## src/rtl/fpsubtractor.sv

```systemverilog
`default_nettype none
// ============================================================================
// Module   : fpsubtractor
// Purpose  : Multi-cycle IEEE-754 binary32 subtractor, result = op1 - op2.
//            Operands are captured on a start pulse in IDLE and pass through
//            ALIGN -> ADDSUB -> NORM -> ROUND -> DONE. The latency is fixed
//            for every operand class. Round to nearest, ties to even.
//            Denormal inputs and underflowing results are flushed to signed
//            zero.
// Ports    : clk    - rising-edge clock
//            reset  - asynchronous active-low reset
//            start  - operation request, sampled only in IDLE
//            op1    - minuend (binary32)
//            op2    - subtrahend (binary32)
//            result - difference, registered, held until the next result
//            busy   - registered, high for the 4 cycles before done
//            done   - registered one-cycle completion pulse
// Revision : 1.0 - initial release
// ============================================================================
module fpsubtractor (
  input  logic        clk,
  input  logic        reset,
  input  logic        start,
  input  logic [31:0] op1,
  input  logic [31:0] op2,
  output logic [31:0] result,
  output logic        busy,
  output logic        done
);

  localparam logic [2:0]  c_st_idle   = 3'd0;
  localparam logic [2:0]  c_st_align  = 3'd1;
  localparam logic [2:0]  c_st_addsub = 3'd2;
  localparam logic [2:0]  c_st_norm   = 3'd3;
  localparam logic [2:0]  c_st_round  = 3'd4;
  localparam logic [2:0]  c_st_done   = 3'd5;
  localparam logic [31:0] c_qnan      = 32'h7FC0_0000;
  localparam logic [30:0] c_inf_mag   = 31'h7F80_0000;

  logic [2:0]        r_state, w_next_state;
  logic [31:0]       r_x, r_y;           // r_y carries the negated op2
  logic              r_special;
  logic [31:0]       r_special_val;
  logic [26:0]       r_sig_a, r_sig_b;   // {hidden, 23 frac, G, R, S}
  logic [7:0]        r_exp;
  logic              r_sign, r_eff_sub;
  logic [27:0]       r_sum;
  logic              r_sum_zero;
  logic [25:0]       r_norm;             // {23 frac, G, R, S}, hidden bit implied
  logic signed [9:0] r_nexp;
  logic              r_nzero;
  logic [31:0]       r_final;

  // ---------------- classification of the captured operands ----------------
  logic [31:0] w_op2n;
  logic        w_a_zero, w_b_zero, w_a_inf, w_b_inf, w_a_nan, w_b_nan;
  logic        w_spec;
  logic [31:0] w_spec_val;

  always_comb begin
    w_op2n   = {~op2[31], op2[30:0]};
    w_a_zero = (op1[30:23] == 8'd0);
    w_b_zero = (op2[30:23] == 8'd0);
    w_a_inf  = (op1[30:23] == 8'hFF) && (op1[22:0] == 23'd0);
    w_b_inf  = (op2[30:23] == 8'hFF) && (op2[22:0] == 23'd0);
    w_a_nan  = (op1[30:23] == 8'hFF) && (op1[22:0] != 23'd0);
    w_b_nan  = (op2[30:23] == 8'hFF) && (op2[22:0] != 23'd0);
    w_spec     = 1'b1;
    w_spec_val = 32'd0;
    if (w_a_nan || w_b_nan)
      w_spec_val = c_qnan;
    else if (w_a_inf && w_b_inf)
      // infinities of opposite sign after negation cancel to NaN
      w_spec_val = (op1[31] == w_op2n[31]) ? {op1[31], c_inf_mag} : c_qnan;
    else if (w_a_inf)
      w_spec_val = {op1[31], c_inf_mag};
    else if (w_b_inf)
      w_spec_val = {w_op2n[31], c_inf_mag};
    else if (w_a_zero && w_b_zero)
      w_spec_val = {op1[31] & w_op2n[31], 31'd0};
    else if (w_a_zero)
      w_spec_val = w_op2n;
    else if (w_b_zero)
      w_spec_val = op1;
    else
      w_spec = 1'b0;
  end

  // ---------------- ALIGN: order by magnitude, shift the smaller ----------------
  logic        w_swap;
  logic [31:0] w_big, w_small;
  logic [7:0]  w_d;
  logic [26:0] w_sig_b, w_b_shift, w_mask, w_b_aligned;

  always_comb begin
    w_swap    = (r_y[30:0] > r_x[30:0]);
    w_big     = w_swap ? r_y : r_x;
    w_small   = w_swap ? r_x : r_y;
    w_d       = w_big[30:23] - w_small[30:23];
    w_sig_b   = {1'b1, w_small[22:0], 3'b000};
    w_b_shift = 27'd0;
    w_mask    = 27'd0;
    if (w_d >= 8'd27) begin
      w_b_aligned = 27'd1;
    end else begin
      w_b_shift   = w_sig_b >> w_d;
      w_mask      = (27'd1 << w_d) - 27'd1;
      w_b_aligned = w_b_shift | {26'd0, |(w_sig_b & w_mask)};
    end
  end

  // ---------------- NORM: leading-zero count and exponent adjust ----------------
  logic [4:0]        w_lz;
  logic [25:0]       w_shl, w_norm;
  logic signed [9:0] w_nexp;

  always_comb begin
    w_lz = 5'd0;
    for (int i = 0; i < 27; i++) begin
      if (r_sum[i]) w_lz = 5'(26 - i);
    end
    w_shl = r_sum[25:0] << w_lz;
    if (r_sum[27]) begin
      w_norm = {r_sum[26:2], r_sum[1] | r_sum[0]};
      w_nexp = $signed({2'b00, r_exp}) + 10'sd1;
    end else begin
      w_norm = w_shl;
      w_nexp = $signed({2'b00, r_exp}) - $signed({5'd0, w_lz});
    end
  end

  // ---------------- ROUND: nearest-even, overflow to infinity ----------------
  logic              w_inc;
  logic [23:0]       w_frac_rnd;
  logic signed [9:0] w_exp_rnd;
  logic [31:0]       w_final;

  always_comb begin
    w_inc      = r_norm[2] & (r_norm[1] | r_norm[0] | r_norm[3]);
    w_frac_rnd = {1'b0, r_norm[25:3]} + {23'd0, w_inc};
    // a carry out of the fraction means the significand became 10.000...
    w_exp_rnd  = r_nexp + (w_frac_rnd[23] ? 10'sd1 : 10'sd0);
    if (r_special)
      w_final = r_special_val;
    else if (r_nzero)
      w_final = {r_sign, 31'd0};
    else if (w_exp_rnd >= 10'sd255)
      w_final = {r_sign, c_inf_mag};
    else
      w_final = {r_sign, w_exp_rnd[7:0], w_frac_rnd[22:0]};
  end

  // ---------------- FSM ----------------
  always_ff @(posedge clk or negedge reset) begin
    if (!reset) r_state <= c_st_idle;
    else        r_state <= w_next_state;
  end

  always_comb begin
    w_next_state = r_state;
    case (r_state)
      c_st_idle:   if (start) w_next_state = c_st_align;
      c_st_align:  w_next_state = c_st_addsub;
      c_st_addsub: w_next_state = c_st_norm;
      c_st_norm:   w_next_state = c_st_round;
      c_st_round:  w_next_state = c_st_done;
      c_st_done:   w_next_state = c_st_idle;
      default:     w_next_state = c_st_idle;
    endcase
  end

  logic w_busy_nx, w_done_nx;

  always_comb begin
    w_busy_nx = (r_state == c_st_align) || (r_state == c_st_addsub) ||
                (r_state == c_st_norm)  || (r_state == c_st_round);
    w_done_nx = (r_state == c_st_done);
  end

  // ---------------- datapath registers ----------------
  always_ff @(posedge clk or negedge reset) begin
    if (!reset) begin
      r_x <= 32'd0;  r_y <= 32'd0;  r_special <= 1'b0;  r_special_val <= 32'd0;
      r_sig_a <= 27'd0;  r_sig_b <= 27'd0;  r_exp <= 8'd0;
      r_sign <= 1'b0;  r_eff_sub <= 1'b0;  r_sum <= 28'd0;  r_sum_zero <= 1'b0;
      r_norm <= 26'd0;  r_nexp <= 10'sd0;  r_nzero <= 1'b0;  r_final <= 32'd0;
    end else begin
      case (r_state)
        c_st_idle: if (start) begin
          r_x           <= op1;
          r_y           <= w_op2n;
          r_special     <= w_spec;
          r_special_val <= w_spec_val;
        end
        c_st_align: begin
          r_sig_a   <= {1'b1, w_big[22:0], 3'b000};
          r_sig_b   <= w_b_aligned;
          r_exp     <= w_big[30:23];
          r_sign    <= w_big[31];
          r_eff_sub <= r_x[31] ^ r_y[31];
        end
        c_st_addsub: begin
          // the swap guarantees A >= B, so the difference never goes negative
          if (r_eff_sub) r_sum <= {1'b0, r_sig_a} - {1'b0, r_sig_b};
          else           r_sum <= {1'b0, r_sig_a} + {1'b0, r_sig_b};
          r_sum_zero <= r_eff_sub && (r_sig_a == r_sig_b);
          if (r_eff_sub && (r_sig_a == r_sig_b)) r_sign <= 1'b0;
        end
        c_st_norm: begin
          r_norm  <= w_norm;
          r_nexp  <= w_nexp;
          r_nzero <= r_sum_zero || (w_nexp <= 10'sd0);
        end
        c_st_round: r_final <= w_final;
        default: ;
      endcase
    end
  end

  // ---------------- registered outputs ----------------
  always_ff @(posedge clk or negedge reset) begin
    if (!reset) begin
      result <= 32'd0;
      busy   <= 1'b0;
      done   <= 1'b0;
    end else begin
      busy <= w_busy_nx;
      done <= w_done_nx;
      if (w_done_nx) result <= r_final;
    end
  end

endmodule
`default_nettype wire

```

## config.mk

```make
export PLATFORM = sky130hd
export DESIGN_NAME = fpsubtractor
export DESIGN_NICKNAME = d
export VERILOG_FILES = /design/src/rtl/fpsubtractor.sv
export SDC_FILE = /design/constraint.sdc
export NUM_CORES = 1
export LEC_CHECK = 0
export ABC_AREA = 1
export BUFFER_PORTS_ARGS = -buffer_cell sky130_fd_sc_hd__buf_2
export CAP_MARGIN = 15
export CORE_MARGIN = 2
export CORE_UTILIZATION = 50
export DETAILED_ROUTE_END_ITERATION = 8
export PLACE_DENSITY = 0.74
export SYNTH_ARGS = -nofsm -noshare
export SYNTH_HDL_FRONTEND = slang
export SYNTH_SLANG_ARGS = --single-unit
```

## constraint.sdc

```tcl
create_clock -name clk -period 4.8 [get_ports clk]
set_input_delay 0.96 -clock clk [delete_from_list [all_inputs] [get_ports clk]]
set_output_delay 0.96 -clock clk [all_outputs]
set_load 0.1 [all_outputs]
```

==> results of run 1 <==
-- synth_stat cells (6+ instances only) --
library cell / instances
nor4_1: 12
a22oi_1: 36
a21boi_0: 6
o21ai_1: 23
or2_2: 13
nand3b_1: 12
clkbuf_1: 113
xor2_1: 33
o31ai_1: 10
inv_2: 9
ha_1: 91
nand3_2: 7
clkinv_1: 7
o21bai_1: 8
nand3_1: 245
a31oi_1: 7
dfrtp_1: 293
nand2_2: 10
a21oi_1: 166
o211ai_1: 23
buf_1: 13
o21ai_0: 326
o21a_1: 12
nand2_1: 703
nand4_1: 42
nor3_1: 40
buf_2: 8
nor2_1: 186
inv_1: 379
o22ai_1: 41
-- metrics by stage --
step | hold WS, ns | cells | cell area (µm²) | util [%] | setup WS, ns
finish | 0.3677 | 3577 | 23030 | 57.57 | 0.1798
global route | 0.4338 | 3577 | 23030 | 57.57 | -0.1430
CTS | 0.4207 | 3561 | 22780 | 56.95 | 0.01973
detailed placement | 0.4683 | 3500 | 21640 | 54.08 | 0.1214
global placement | 0.4520 | 3500 | 21640 | 54.08 | 0.2531
floorplan | 0.4488 | 2939 | 20390 | - | 0.5569
-- flip-flops by register name (all words and copies together) (netlist names), 3 cells and up --
register,flops
r_norm,26
r_sig_a,24
r_final,32
r_special_val,32
r_state,3
r_sig_b,27
r_nexp,10
r_x,32
r_sum,28
result,32
r_y,32
r_exp,8
-- layout by cell type (no fill, tap or decap), drive strengths merged, types with 14 or more instances in the layout --
master,instances
a21oi,167
a22oi,36
buf,189
clkbuf,52
dfrtp,293
ha,91
inv,390
nand2,719
nand3,252
nand4,42
nor2,196
nor3,41
o211ai,24
o21ai,350
o22ai,41
or2,14
xor2,35
-- layout make-up --
type	instances	share of cell area [%]
well taps	525	2.852
repair buffers	189	5.405
clock buffers	52	4.427
flip-flops and latches	293	31.83
clock inverters	9	0.5324
inverters	395	6.437
multi-input cells	2114	48.51
-- cells by family after synthesis --
family | Yosys count | synth area share [%]
simple gates | 1294 | 27.60
flops | 293 | 35.95
mux | 2 | 0.09817
xor+xnor | 39 | 1.749
buf+inv | 533 | 9.988
compound gates | 685 | 18.83
fa+ha+maj | 93 | 5.779
-- path summary, 6_finish.rpt --
check                          start           to  slack [ns]  cells past startpoint
max                        r_norm[2]  r_final[11]        0.18                     30
min                            reset    r_sum[12]        0.37                      1
max reg2reg                r_norm[2]  r_final[11]        0.18                     30
min reg2reg                result[9]    result[9]        0.48                      2
max in group asynchronous      reset  r_final[29]        3.29                      2
min in group clk           result[9]    result[9]        0.48                      2
-- what timing repair did --
action | in CTS | in global routing
hold buffers | 0 | 0
buffers inserted | 0 | 14
resized for setup | 1 | 31
hold endpoints to repair | 0 | 0
pin swaps | 0 | 17
cloned | 0 | 1
endpoints found under the setup margin | 7 | 40
-- per-layer routing --
metal	up-vias	GRT usage (%)	routed length [µm]
met3	170	5.676	5001
li1	9907	-	-
met4	0	14.29	3295
met2	802	53.99	33110
met1	9742	45.04	29820
met5	-	0	0
==> impl_metrics.json, run 1 <==
{
  "run_status": "completed",
  "critPathArrivalTime_ns": 5.01,
  "cts_buffers": 34,
  "cp_top_family": "simple AND/OR/NAND/NOR gates",
  "die_x_um": 206.0,
  "synthTopCellsByArea": "dfrtp_1, nand2_1, o21ai_0",
  "placement.io_buffers": 100,
  "fin_nets": 3187,
  "min_path_type": "in -> async",
  "grt_pass1_vias": 19320,
  "antenna_found_initial": 0,
  "ys_warn_count": 0,
  "synth_edf_count": 0,
  "fin_crit_ns": 4.620,
  "cp-start-kind": "flip-flop",
  "cts_tree": "done",
  "worst_path_largest_cell_delay_ns": 0.38,
  "syn_area_um2": 20390,
  "globalplace.congestion": 0.9632,
  "final.setup.tns_ns": 0,
  "start_util_pct": 50.98,
  "ys_ff_latch": 293,
  "yosys.area.top_type": "dfrtp_1",
  "dieArea_um2": 42420,
  "fin_crit_sh_pct": 96.25,
  "cpMostUsedCell": "nand3_2",
  "async_reset_ff_share_pct": 100.0,
  "clock-sinks": 293,
  "synth_top_area_share_pct": 35.95,
  "overflow": 0,
  "grt_max_degree": 91,
  "syn_avg_cell_area_um2": 6.939,
  "insertion_delay_ns": 0.56,
  "seqCellArea_um2": 7332,
  "area_delta_synth_final_pct": 12.94,
  "crit_required_ns": 5.19,
  "end_kind": "flip-flop",
  "grt_usage_pct": 33.68,
  "fmax_mhz": 216.4,
  "ant_nets": 0,
  "htree_num_levels": 2,
  "firstDrtPassIters": 6,
  "fin_worst_skew_ns": 0.02449,
  "max_slew_margin_pct": 25.64,
  "yosysUniqueCellTypes": 62,
  "die_h_um": 206.0,
  "finalSetupViolCount": 0,
  "drc_errors": 0,
  "cts.clk_slew.worst_paths_ns": 0.06,
  "grt_first_pass_wirelength_mm": 109.6,
  "core_um2": 40010,
  "routed_via_density": 5.765,
  "via_count": 20620,
  "diodes": 0,
  "rows": 73,
  "slew_viol_final": 0,
  "cp_max_fo": 23,
  "worstMarginPinSlew_ns": 1.115,
  "syn_nets": 3099,
  "cp_slowest_cell": "dfrtp_1",
  "multi_input_area_um2": 11170,
  "fillers": 3948,
  "pin_count": 101,
  "synth_flop_cell": "dfrtp_1",
  "wl_mm": 71.23,
  "clk_path_buf_depth": 3,
  "path_buf_inv": 6,
  "ys_seq_area_share_pct": 35.95,
  "place_hpwl_mm": 54.27,
  "hold_viol": 0,
  "drive_above_1_share_pct": 10.91,
  "root_buffer": "clkbuf_16",
  "dr.first_iter.drc_count": 1825,
  "cap_viol_max_count": 0,
  "avgRoutedWirePerCell_um": 19.91,
  "path_class": "reg -> reg",
  "synthCells": 2939
}
Power of run 1 is left out: the tool's default activity adds up to more than one toggle a clock period on the data nets, which glitch-free logic cannot reach.
==> inputs of run 2 (changes only) <==
--- a/config.mk
+++ b/config.mk
@@ -5,7 +5,7 @@
 export SDC_FILE = /design/constraint.sdc
 export NUM_CORES = 1
 export LEC_CHECK = 0
-export ABC_AREA = 1
+export ABC_AREA = 0
 export BUFFER_PORTS_ARGS = -buffer_cell sky130_fd_sc_hd__buf_2
 export CAP_MARGIN = 15
 export CORE_MARGIN = 2
==> run 2 against run 1 <==
Wire length fell by 11%. Worst setup slack lost 0.13 ns. Global-route usage shrank 3.3 points. Die area is 3.5% lower. Final cell count down 15%. Worst hold slack better by 0.069 ns. Via count down 11%. Core utilization rose by 0.39 points. Critical path type unchanged.
==> impl_metrics.json, run 2 <==
{
  "run_status": "completed",
  "area_delta_synth_final_pct": 14.15,
  "place_area_um2": 21040,
  "firstDrtPassIters": 8,
  "yosysMostFrequentCell": "nand2_1",
  "cp-start-kind": "flip-flop",
  "rows": 72,
  "pin_count": 101,
  "insertion_delay_ns": 0.59,
  "worstMarginPinSlew_ns": 1.049,
  "end_kind": "flip-flop",
  "synthTopCellsByArea": "dfrtp_1, nand2_1, mux2i_1",
  "cp_max_fo": 5,
  "ant_nets": 0,
  "cap_viol_max_count": 0,
  "cts_buffers": 31,
  "grt_usage_pct": 30.39,
  "grt_max_degree": 115,
  "yosysUniqueCellTypes": 83,
  "ys_ff_latch": 293,
  "die_h_um": 202.3,
  "drc_errors": 0,
  "grt_pass1_vias": 17320,
  "dieArea_um2": 40940,
  "yosys.area.top_type": "dfrtp_1",
  "place_hpwl_mm": 47.90,
  "min_path_type": "in -> async",
  "ys_seq_area_share_pct": 37.27,
  "clock-sinks": 293,
  "clk_path_buf_depth": 3,
  "start_util_pct": 50.78,
  "path_class": "reg -> reg",
  "critPathArrivalTime_ns": 5.19,
  "mostFrequentLayoutCell": "nand2_1",
  "synthTopCellsByCount": "nand2_1, dfrtp_1, o21ai_0",
  "fin_ws_ns": 0.05270,
  "overflow": 0,
  "fin_worst_skew_ns": 0.01173,
  "syn_nets": 2544,
  "final.setup.tns_ns": 0,
  "cts.clk_slew.worst_paths_ns": 0.06,
  "fin_crit_ns": 4.747,
  "htree_num_levels": 1,
  "multi_input_area_um2": 11600,
  "synthCells": 2384,
  "syn_area_um2": 19670,
  "via_count": 18290,
  "max_slew_margin_pct": 30.04,
  "finalSetupViolCount": 0,
  "synth_edf_count": 0,
  "wl_mm": 63.26,
  "hold_viol": 0,
  "globalplace.congestion": 0.9884,
  "async_reset_ff_share_pct": 100.0,
  "routed_via_density": 6.048,
  "avgRoutedWirePerCell_um": 20.92,
  "pre_cts_slack_ns": -0.09977,
  "fin_nets": 2637,
  "cts_tree": "done",
  "synth_top_area_share_pct": 37.27,
  "dr.first_iter.drc_count": 1869,
  "fin_crit_sh_pct": 98.90,
  "seqCellArea_um2": 7332,
  "synth_flop_cell": "dfrtp_1",
  "root_buffer": "clkbuf_16",
  "final_cell_mix": "nand2_1, dfrtp_1, o21ai_0, nor2_1, a21oi_1",
  "fillers": 3576,
  "core_um2": 38740,
  "slew_viol_final": 0,
  "fmax_mhz": 210.6,
  "antenna_found_initial": 6,
  "fin_area_um2": 22450,
  "placement.io_buffers": 100,
  "grt_first_pass_wirelength_mm": 98.58,
  "ys_warn_count": 0,
  "die_x_um": 202.3,
  "drive_above_1_share_pct": 13.51,
  "syn_avg_cell_area_um2": 8.251,
  "crit_required_ns": 5.24
}
[run 2: through the flow]
stage               util [%]  cells  hold WS [ns]
global placement       54.31   2953        0.4509
floorplan                  -   2384        0.4394
finish                 57.96   3024        0.4365
detailed placement     54.31   2953        0.4526
global route           57.94   3021        0.4855
CTS                    57.26   3012        0.4680
[run 2: kinds of logic after synthesis]
logic type | after synthesis | synth area share (%)
flip-flops | 293 | 37.27
adder cells (fa/ha/maj) | 93 | 5.992
buffers and inverters | 254 | 5.121
multiplexers | 171 | 9.001
AO/OA/AOI/OAI | 637 | 20.04
AND/OR/NAND/NOR | 867 | 19.39
XOR/XNOR | 69 | 3.187
[run 2: area by class of cell]
cell class | instances | share of cell area [%]
Antenna cell | 4 | 0.04458
Clock buffer | 38 | 3.795
Clock inverter | 20 | 1.193
Inverter | 112 | 1.872
Multi-Input combinational cell | 1837 | 51.67
Sequential cell | 293 | 32.66
Tap cell | 518 | 2.887
Timing Repair Buffer | 202 | 5.885
[run 2: final timing paths]
check | startpoint | to | slack, ns | cells after the start
max in group asynchronous | reset | r_special_val[10] | 3.29 | 2
min in group clk | result[8] | result[8] | 0.47 | 2
worst min-delay path | reset | r_norm[2] | 0.44 | 1
worst max register to register | r_x[20] | r_sig_b[0] | 0.05 | 22
worst max-delay path | r_x[20] | r_sig_b[0] | 0.05 | 22
worst min register to register | result[8] | result[8] | 0.47 | 2
[run 2: metal layers]
layer / vias up / track usage (%) / share of wire, % / routed length [µm]
li1: 8646 / - / - / -
met2: 598 / 48.67 / 46 / 29360
met4: 6 / 9.541 / 3.2 / 2044
met3: 118 / 4.112 / 5.7 / 3602
met5: - / 0 / 0.073 / 46
met1: 8920 / 42.78 / 45 / 28210
[run 2: repair_timing]
action	4_1_cts	5_1_grt
resized for setup	2	42
setup endpoints to repair	1	27
pin swaps	2	16
gates cloned	0	0
buffers inserted	1	8
hold buffers	0	0
[run 2: worst max-delay path, stage by stage (launching register included)]
cell and delay [ns]:
dfrtp_1 0.37, inv_1 0.06, ha_1 0.30, a211oi_1 0.21, nor2_1 0.09, nor4_1 0.41
o22ai_1 0.19, a22oi_2 0.24, mux2_4 0.33, ha_2 0.19, nor2_2 0.13, o21ai_0 0.09
a21oi_1 0.19, o21ai_0 0.11, mux2i_1 0.26, xor2_2 0.22, nand3_2 0.15, buf_6 0.18
buf_4 0.15, o31ai_2 0.23, a21oi_1 0.13, and4b_1 0.26, a41oi_1 0.11
Power of run 2 is left out for the same reason.
==> inputs of run 3 (changes only) <==
--- a/config.mk
+++ b/config.mk
@@ -9,9 +9,9 @@
 export BUFFER_PORTS_ARGS = -buffer_cell sky130_fd_sc_hd__buf_2
 export CAP_MARGIN = 15
 export CORE_MARGIN = 2
-export CORE_UTILIZATION = 50
+export CORE_UTILIZATION = 60
 export DETAILED_ROUTE_END_ITERATION = 8
-export PLACE_DENSITY = 0.74
+export PLACE_DENSITY = 0.85
 export SYNTH_ARGS = -nofsm -noshare
 export SYNTH_HDL_FRONTEND = slang
 export SYNTH_SLANG_ARGS = --single-unit
==> run 3 against run 2 <==
Sequential share of layout area grew 0.12 points. Flip-flop and latch count is the same. Register-to-register slack gained 0.09 ns. Maximum frequency grew 1.8%. Worst setup slack gained 0.085 ns. Final cell count shrank 2.4%. Clock-buffer cell count shrank 1. Die area shrank 16%. Core utilization grew 11 points. Worst hold slack lost 0.057 ns. First-iteration DRC count grew 13%. Wire length grew 0.34%. Highest routed layer unchanged.
==> impl_metrics.json, run 3 (synthesis gave the netlist of run 2 again) <==
{
  "run_status": "completed",
  "cp_max_fo": 5,
  "pin_count": 101,
  "fin_crit_sh_pct": 97.13,
  "crit_required_ns": 5.28,
  "postLayoutCoreUtil_pct": 69.11,
  "worstMarginPinSlew_ns": 0.9898,
  "end_kind": "flip-flop",
  "dr.first_iter.drc_count": 2113,
  "grt_first_pass_wirelength_mm": 97.39,
  "slew_viol_final": 0,
  "cp-start-kind": "flip-flop",
  "finalSetupViolCount": 0,
  "cts_tree": "done",
  "via_count": 18760,
  "cp_slowest_cell": "or3_4",
  "dieArea_um2": 34250,
  "fin_worst_skew_ns": 0.01836,
  "avgRoutedWirePerCell_um": 21.51,
  "drc_errors": 0,
  "cap_viol_max_count": 0,
  "path_buf_inv": 2,
  "final_cell_mix": "nand2_1, dfrtp_1, o21ai_0, nor2_1, a21oi_1",
  "overflow": 0,
  "insertion_delay_ns": 0.58,
  "drive_above_1_share_pct": 13.57,
  "placement.io_buffers": 100,
  "critPathArrivalTime_ns": 5.14,
  "globalplace.congestion": 1.035,
  "min_path_type": "in -> async",
  "root_buffer": "clkbuf_16",
  "final.setup.tns_ns": 0,
  "worst_path_largest_cell_delay_ns": 0.42,
  "grt_usage_pct": 36.41,
  "rows": 66,
  "cts.clk_slew.worst_paths_ns": 0.06,
  "ant_nets": 0,
  "clk_path_buf_depth": 3,
  "htree_num_levels": 1,
  "cp_top_family": "simple AND/OR/NAND/NOR gates",
  "cts_hold_buf": 0,
  "grt_max_degree": 109,
  "antenna_found_initial": 7,
  "mostFrequentLayoutCell": "nand2_1",
  "firstDrtPassIters": 6,
  "fmax_mhz": 214.5,
  "place_hpwl_mm": 47.22,
  "clock-sinks": 293,
  "grt_pass1_vias": 17320,
  "area_delta_synth_final_pct": 13.73,
  "fin_nets": 2641,
  "cts_buffers": 30,
  "max_slew_margin_pct": 32.31,
  "fillers": 2606,
  "hold_viol": 0,
  "fin_crit_ns": 4.662,
  "path_class": "reg -> reg",
  "core_um2": 32370,
  "die_h_um": 185.1,
  "die_x_um": 185.1,
  "start_util_pct": 60.76,
  "path_cells": "inv_1 -> ha_1 -> nand4_1 -> nor4_4 -> nand3_2 -> and2_1 -> a22oi_2 -> mux2_4 -> ha_2 -> nor2_2 -> o21ai_0 -> a21oi_1 -> o21ai_1 -> mux2i_1 -> xor2_1 -> buf_4 -> nand2_4 -> or3_4 -> o21ai_2 -> a2111oi_2 -> and4b_1 -> a41oi_1",
  "routed_via_density": 6.358,
  "wl_mm": 63.47
}
## run 3: changes by cell type in the layout (fill, tap and decap cells not counted), sizes merged
cell	change
clkinvlp	+3
clkinv	-1
inv	-2
bufinv	-1
clkbuf	-1
buf	+5
## run 3: routing by layer
| metal | track usage, % | vias up | part of all wire (%) |
|---|---|---|---|
| li1 | - | 8635 | - |
| met1 | 49.99 | 9057 | 41 |
| met2 | 59.42 | 894 | 46 |
| met3 | 4.601 | 171 | 7.9 |
| met4 | 13.05 | 6 | 4.2 |
| met5 | 0 | - | 0.072 |
## run 3: layout make-up
cell class / count / area [µm²] / share of cell area (%)
multi-input combinational: 1837 / 11600 / 51.85
sequential: 293 / 7332 / 32.77
timing repair buffer: 207 / 1384 / 6.186
clock buffer: 37 / 837.1 / 3.742
tap: 442 / 553.0 / 2.472
inverter: 112 / 420.4 / 1.879
clock inverter: 19 / 236.5 / 1.057
antenna: 4 / 10.01 / 0.04474
## run 3: per-stage QoR
stage          area [µm²]  hold WS [ns]  std cells  worst slack [ns]
2_1_floorplan       19690        0.4394       2384          0.004858
3_3_place_gp        21040        0.4506       2886            0.1331
3_5_place_dp        21040        0.4550       2886           0.03698
4_1_cts             22110        0.4081       2942           0.03538
5_1_grt             22360        0.4319       2948          -0.07286
6_report            22370        0.3797       2951            0.1378
## run 3: timing repair
action | 4_1_cts | 5_1_grt
gates resized for setup | 1 | 41
setup buffers | 0 | 5
pin swaps | 0 | 10
endpoints found under the setup margin | 2 | 27
## run 3: worst paths after layout
check | cells after the start | startpoint | slack (ns) | endpoint
min in group clk | 2 | result[18] | 0.47 | result[18]
max reg2reg | 22 | r_x[17] | 0.14 | r_sig_b[0]
min | 1 | reset | 0.38 | r_norm[24]
max in group asynchronous | 2 | reset | 3.39 | r_sig_a[12]
max | 22 | r_x[17] | 0.14 | r_sig_b[0]
min reg2reg | 2 | result[18] | 0.47 | result[18]
Power of run 3 is left out for the same reason.
